===== config.mk =====
export PLATFORM = sky130hd
export DESIGN_NAME = stopwatch_bcd
export DESIGN_NICKNAME = d
export VERILOG_FILES = /design/src/rtl/stopwatch_bcd_pkg.sv /design/src/rtl/stopwatch_bcd_digit.sv /design/src/rtl/stopwatch_bcd.sv
export SDC_FILE = /design/constraint.sdc
export NUM_CORES = 1
export LEC_CHECK = 0
export ABC_AREA = 1
export CAP_MARGIN = 40
export CELL_PAD_IN_SITES_DETAIL_PLACEMENT = 0
export CELL_PAD_IN_SITES_GLOBAL_PLACEMENT = 1
export CORE_MARGIN = 5
export CORE_UTILIZATION = 44
export DETAILED_ROUTE_END_ITERATION = 10
export PLACE_DENSITY_LB_ADDON = 0.1
export SETUP_SLACK_MARGIN = 0.5
export SLEW_MARGIN = 15
export SYNTH_ARGS = -nofsm -noshare
export SYNTH_HDL_FRONTEND = slang
export SYNTH_HIERARCHICAL = 1
export SYNTH_SLANG_ARGS = --single-unit

===== constraint.sdc =====
create_clock -name Clock -period 6.6 [get_ports Clock]
set_input_delay 1.98 -clock Clock [delete_from_list [all_inputs] [get_ports Clock]]
set_output_delay 1.98 -clock Clock [all_outputs]
set_load 0.01 [all_outputs]

===== src/rtl/stopwatch_bcd_pkg.sv =====
// Shared constants for the centisecond stopwatch: state encoding,
// BCD digit width and per-digit terminal values.
package stopwatch_bcd_pkg;

  localparam int DIGIT_W = 4;
  localparam logic [DIGIT_W-1:0] BCD_MAX9 = 4'd9;
  localparam logic [DIGIT_W-1:0] BCD_MAX5 = 4'd5;

  typedef enum logic [1:0] {
    ST_IDLE = 2'd0,
    ST_RUN  = 2'd1,
    ST_STOP = 2'd2,
    ST_LAP  = 2'd3
  } state_t;

endpackage


===== src/rtl/stopwatch_bcd_digit.sv =====
// One BCD counter digit that wraps at MAX and reports a carry when it wraps,
// so several instances can be chained into a ripple-carry counter.
module bcd_digit
  import stopwatch_bcd_pkg::*;
#(
  parameter logic [DIGIT_W-1:0] MAX = BCD_MAX9
) (
  input  logic               Clock,
  input  logic               Resetn,
  input  logic               clr,
  input  logic               en,
  output logic [DIGIT_W-1:0] q,
  output logic               carry
);

  // clr takes precedence over en so a clear coinciding with a tick yields zero
  always_ff @(posedge Clock or negedge Resetn) begin
    if (!Resetn)
      q <= '0;
    else if (clr)
      q <= '0;
    else if (en)
      q <= (q == MAX) ? '0 : q + 4'd1;
  end

  assign carry = en & (q == MAX);

endmodule


===== src/rtl/stopwatch_bcd.sv =====
// MM:SS.cc stopwatch: six chained BCD digits, a run/stop/lap FSM and a
// display register that freezes while in LAP.
module stopwatch_bcd
  import stopwatch_bcd_pkg::*;
#(
  parameter bit ROLLOVER     = 1'b1,
  parameter int MAX_MIN_TENS = 5
) (
  input  logic               Clock,
  input  logic               Resetn,
  input  logic               tick,
  input  logic               start_stop,
  input  logic               clear,
  input  logic               lap,
  output logic [DIGIT_W-1:0] cs_ones,
  output logic [DIGIT_W-1:0] cs_tens,
  output logic [DIGIT_W-1:0] s_ones,
  output logic [DIGIT_W-1:0] s_tens,
  output logic [DIGIT_W-1:0] m_ones,
  output logic [DIGIT_W-1:0] m_tens,
  output logic               running,
  output logic               overflow
);

  localparam logic [DIGIT_W-1:0] MT_MAX = DIGIT_W'(MAX_MIN_TENS);

  state_t state, state_next;

  logic [DIGIT_W-1:0] c_cso, c_cst, c_so, c_st, c_mo, c_mt;
  logic               k_cso, k_cst, k_so, k_st, k_mo, k_mt;
  logic               counting, at_terminal, sat_hit, cnt_en;
  logic [6*DIGIT_W-1:0] disp;

  assign counting    = (state == ST_RUN) || (state == ST_LAP);
  assign at_terminal = (c_cso == BCD_MAX9) && (c_cst == BCD_MAX9) &&
                       (c_so == BCD_MAX9) && (c_st == BCD_MAX5) &&
                       (c_mo == BCD_MAX9) && (c_mt == MT_MAX);
  // In saturating mode the terminal tick is swallowed and the FSM stops instead
  assign sat_hit     = !ROLLOVER && tick && counting && at_terminal;
  assign cnt_en      = tick && counting && !sat_hit;

  bcd_digit #(.MAX(BCD_MAX9)) u_cso (.Clock(Clock), .Resetn(Resetn), .clr(clear), .en(cnt_en), .q(c_cso), .carry(k_cso));
  bcd_digit #(.MAX(BCD_MAX9)) u_cst (.Clock(Clock), .Resetn(Resetn), .clr(clear), .en(k_cso),  .q(c_cst), .carry(k_cst));
  bcd_digit #(.MAX(BCD_MAX9)) u_so  (.Clock(Clock), .Resetn(Resetn), .clr(clear), .en(k_cst),  .q(c_so),  .carry(k_so));
  bcd_digit #(.MAX(BCD_MAX5)) u_st  (.Clock(Clock), .Resetn(Resetn), .clr(clear), .en(k_so),   .q(c_st),  .carry(k_st));
  bcd_digit #(.MAX(BCD_MAX9)) u_mo  (.Clock(Clock), .Resetn(Resetn), .clr(clear), .en(k_st),   .q(c_mo),  .carry(k_mo));
  bcd_digit #(.MAX(MT_MAX))   u_mt  (.Clock(Clock), .Resetn(Resetn), .clr(clear), .en(k_mo),   .q(c_mt),  .carry(k_mt));

  always_ff @(posedge Clock or negedge Resetn) begin
    if (!Resetn)
      state <= ST_IDLE;
    else
      state <= state_next;
  end

  always_comb begin
    state_next = state;
    if (clear)
      state_next = ST_IDLE;
    else if (start_stop) begin
      case (state)
        ST_IDLE, ST_STOP: state_next = ST_RUN;
        ST_RUN, ST_LAP:   state_next = ST_STOP;
        default:          state_next = ST_IDLE;
      endcase
    end else if (sat_hit)
      state_next = ST_STOP;
    else if (lap) begin
      if (state == ST_RUN)
        state_next = ST_LAP;
      else if (state == ST_LAP)
        state_next = ST_RUN;
    end
  end

  // Display copies the pre-edge count, so entering LAP freezes the value
  // shown just before the lap pulse
  always_ff @(posedge Clock or negedge Resetn) begin
    if (!Resetn) begin
      disp     <= '0;
      overflow <= 1'b0;
    end else begin
      overflow <= ROLLOVER && k_mt && !clear;
      if (clear)
        disp <= '0;
      else if (state != ST_LAP)
        disp <= {c_mt, c_mo, c_st, c_so, c_cst, c_cso};
    end
  end

  assign {m_tens, m_ones, s_tens, s_ones, cs_tens, cs_ones} = disp;
  assign running = counting;

endmodule


==> summary by stage <==
Pwr
The design draws 549 uW. Net switching is 23.8% of the power. The clock power share is 36.0%. The net switching power of the design is 131 uW.

For this design the ratio of total power to cell area is 169 mW/mm^2. The leakage power summed over all cells is 0.00159 uW. The internal power of the cells is 419 uW. The proportion of power drawn by combinational gates is 5.5%. Sequential cells account for 58.4% of the total power. The worst vdd rail ir drop is 0.107 mV.

GRT
The initial antenna violation count is 0. The first global-routing pass estimated 10500 microns of wire. The total congestion overflow after global routing is 0. Entering global routing, the biggest net connects 52 pins.

Global routing consumed, over all layers together, 15.4% of the routing resources. The via count of the first global-routing pass is 2204.

Cells and area
Compared with the post-synthesis result, the final layout area differs by 15.2%. The net count of the finished layout is 418. The final cell count without fillers is 478. The utilization after layout is 51.7%. The number of antenna cells inserted is 0.

Of the cells placed in the final design, the portion with a size suffix greater than 1 is 6.98%. The finished cells cover 0.00324 sq mm.

Synthesis
After Yosys synthesis, XOR and XNOR cells account for 0% of the synthesized area. Summing the sequential cell areas from Yosys gives 45.3% of the chip area. After Yosys synthesis, and, or, nand and nor cells account for 30.1% of the synthesized area. In this run, synthesis inferred 0 flip-flops with an integrated enable. The post-synthesis average cell area is 7.61 sq um. When the netlist entered floorplanning its net count stood at 388. Synthesis produced a netlist whose cell count is 370. The mux share of post-synthesis cell area is 0%.

In the synthesized netlist, the cells that appear most often are nand2_1, inv_1, dfrtp_1. By instance count, the leading cell after synthesis is nand2_1. The biggest area contributor in the post-synthesis netlist is dfrtp_1. The share of synthesized cell area in full adder, half adder and majority cells is 5.33%.

Summing every instance area after synthesis gives 0.00282 sq mm. Yosys mapped the design onto 20 distinct sky130hd cell types. After synthesis the netlist holds a flip-flop and latch count of 51.

The number of warnings issued by yosys is 6. The fraction of the mapped netlist area in compound gates is 7.20%. The top flip-flop cell by instance count after synthesis is dfrtp_1. Yosys attributes the largest share of cell area to dfrtp_1, nand2_1, inv_1. The synthesized design devotes to its leading area cell type 45.3% of total area.

The combinational family with the most area after synthesis is simple AND/OR/NAND/NOR gates. Counting flops with an async set or reset pin after synthesis yields a share of 100%.

Floorplan
The die footprint is 0.00810 sq mm. In this run the vertical extent of the chip is 90.0 microns. In this run the count of I/O pins placed on the die edge is 32. For this configuration, the core starts out at a cell density of 44.8%. After floorplanning, the core was divided into 29 placement rows. The core region is 0.00628 sq mm.

The die is 90.0 microns wide.

STA
The final hold violation count is 0. Derived from the worst setup path, the maximum achievable clock frequency is 0.256 GHz. For the final routed database, the setup TNS stands at 0 ps. The clock period minus final worst setup slack is 3910 ps.

Clock skew on the completed layout was measured at 3.38 ps. The measured slew at the worst slew-check pin is 773 ps. The final number of max-transition violations is 0. Setup repair after global routing left no endpoint under its margin. Setup violations remaining at the end of the flow were counted as 0. The fraction of the cycle the final worst path needs is 59.2%. The relative slew slack is 48.5%.

Placement
Once placement completed, the tool counted placed cells totaling 470. The half-perimeter wire length after placement is 4080 microns. The routability-driven placement congestion ratio is 0.757. The count of input and output buffers is 31.

The placed instances occupy a cell area of 0.00314 sq mm.

Worst setup path
The setup path with the least slack is of type in -> reg. Traced cell by cell, the critical path runs through clkdlybuf4s50_1 -> nand2_1 -> inv_1 -> inv_1 -> nor2_1 -> inv_1 -> nor2_1 -> inv_1 -> nor2_1 -> inv_1 -> nor2_1 -> inv_1 -> nor2_1 -> inv_1 -> nand2_1 -> nand2_1 -> nand2_1 -> nand2_1 -> nor2_1. The type of destination of the critical path is a flop. Data on the critical path arrives at its endpoint at 4150 ps. The longest individual stage delay on the worst path is 460 ps. STA puts the critical path data required time at 6840 ps. The cell that appears most often on the critical path is inv_1.

The largest individual stage delay along the critical path comes from the cell clkdlybuf4s50_1. The maximum net fanout on the critical path is 3. The type of element launching the critical path is a primary input.

Clock network
The number of clock sinks seen by CTS is 51. The count of instances resized after the clock tree is built is 0. The deepest clock path buffer count is 2. The clock-pin slew of the registers on the worst-case setup and hold paths is 90 ps.

The clock tree from TritonCTS is done. The clock tree root driver cell is clkbuf_8. The clock insertion delay at the later pin of the skew report is 300 ps. The number of buffers created by CTS is 5. In this run the number of H-tree levels came out at 2. In this run, post-CTS hold repair placed 0 buffers. After clock tree synthesis, the setup repair step added 0 buffers.

Route
For this block, wires on met1 add up to 2870 microns. The detailed router finished its first iteration with 109 violations. The detailed route wirelength on metal3 is 149 microns. Using the TritonRoute via totals, the vias-per-cell ratio works out to 4.76. The number of nets with antenna violations after detailed routing is 0. The aggregate routed wire length is 5870 microns. The met2 wire length is 2760 microns. In the final routed layout, each cell accounts on average for 12.3 microns. The total iterations of the first detailed-routing run is 4. The detailed-route DRC error count is 0. After detailed routing, no signal wire sits above met4. The total number of vias is 2277.

Status
The run finished with clean final reports.

Run
The count of max-cap constraint violations is 0.

Min path
The worst hold path class is reg -> reg.
-- area by class of cell --
cell class / count / area (sq um)
Multi-Input combinational cell: 243 / 1200
Fill cell: 621 / 3030
Clock buffer: 7 / 96.3
Inverter: 66 / 248
Timing Repair Buffer: 33 / 320
Clock inverter: 1 / 7.51
Tap cell: 77 / 96.3
Sequential cell: 51 / 1280
-- routing by layer --
layer	vias to the layer above	global-route usage, %
li1	1191	-
met1	1053	20.7
met2	26	25.2
met3	7	2.92
met4	0	4.71
met5	-	0
-- critical path: cells and delay by family --
family                 cells  cell delay (ps)
and+or+nand+nor           11             1130
buffers and inverters      8             1050
-- path summary, 6_finish.rpt --
check | from | endpoint | slack [ps] | cells past startpoint
worst max-delay path | tick | u_mt/q[2]$_DFFE_PN0P_ | 2690 | 19
worst min-delay path | disp[9]$_DFFE_PN0P_ | disp[9]$_DFFE_PN0P_ | 540 | 2
worst max register to register | state[0]$_DFFE_PN0P_ | u_mt/q[2]$_DFFE_PN0P_ | 3920 | 18
worst min register to register | disp[9]$_DFFE_PN0P_ | disp[9]$_DFFE_PN0P_ | 540 | 2
max in group asynchronous | Resetn | u_mo/q[2]$_DFFE_PN0P_ | 4380 | 2
min in group asynchronous | Resetn | u_cso/q[0]$_DFFE_PN0P_ | 1770 | 2
-- cells in the final DEF (no fill, tap or decap), drive strengths merged --
cell           Yosys  layout
nand2            121     121
inv               66      66
dfrtp             51      51
nand3             44      44
clkdlybuf4s50      0      30
nor2              30      30
a21oi             12      12
ha                12      12
o21ai             12      12
clkbuf             2       7
nand4              6       6
o21bai             6       6
buf                8       3
clkinvlp           0       1
-- power by group through the flow --
stage               clock, uW  combinational, uW  sequential (uW)
CTS                       203               31.6              321
finish                    198               30.4              321
global placement            0               31.5              327
floorplan                   0               23.1              322
detailed placement          0               31.4              327
global route              216               35.1              322
-- through the flow --
step                      hold slack, ps  setup slack (ps)
after CTS                            539              2700
after floorplan                      511              3150
after global routing                 547              2420
final                                535              2690
after global placement               519              2430
after detailed placement             523              2400
-- cell families after synthesis --
group / after synthesis
AND/OR/NAND/NOR: 201
buffers and inverters: 76
flip-flops: 51
AO/OA/AOI/OAI: 30
adder cells (fa/ha/maj): 12
-- state kept, by name (all words and copies together), names as in the netlist --
signal    cells
u_cst/q       4
disp         24
overflow      1
u_cso/q       4
u_mo/q        4
u_st/q        4
u_mt/q        4
state         2
u_so/q        4
Note: power is estimated with default switching activity, not from simulation.
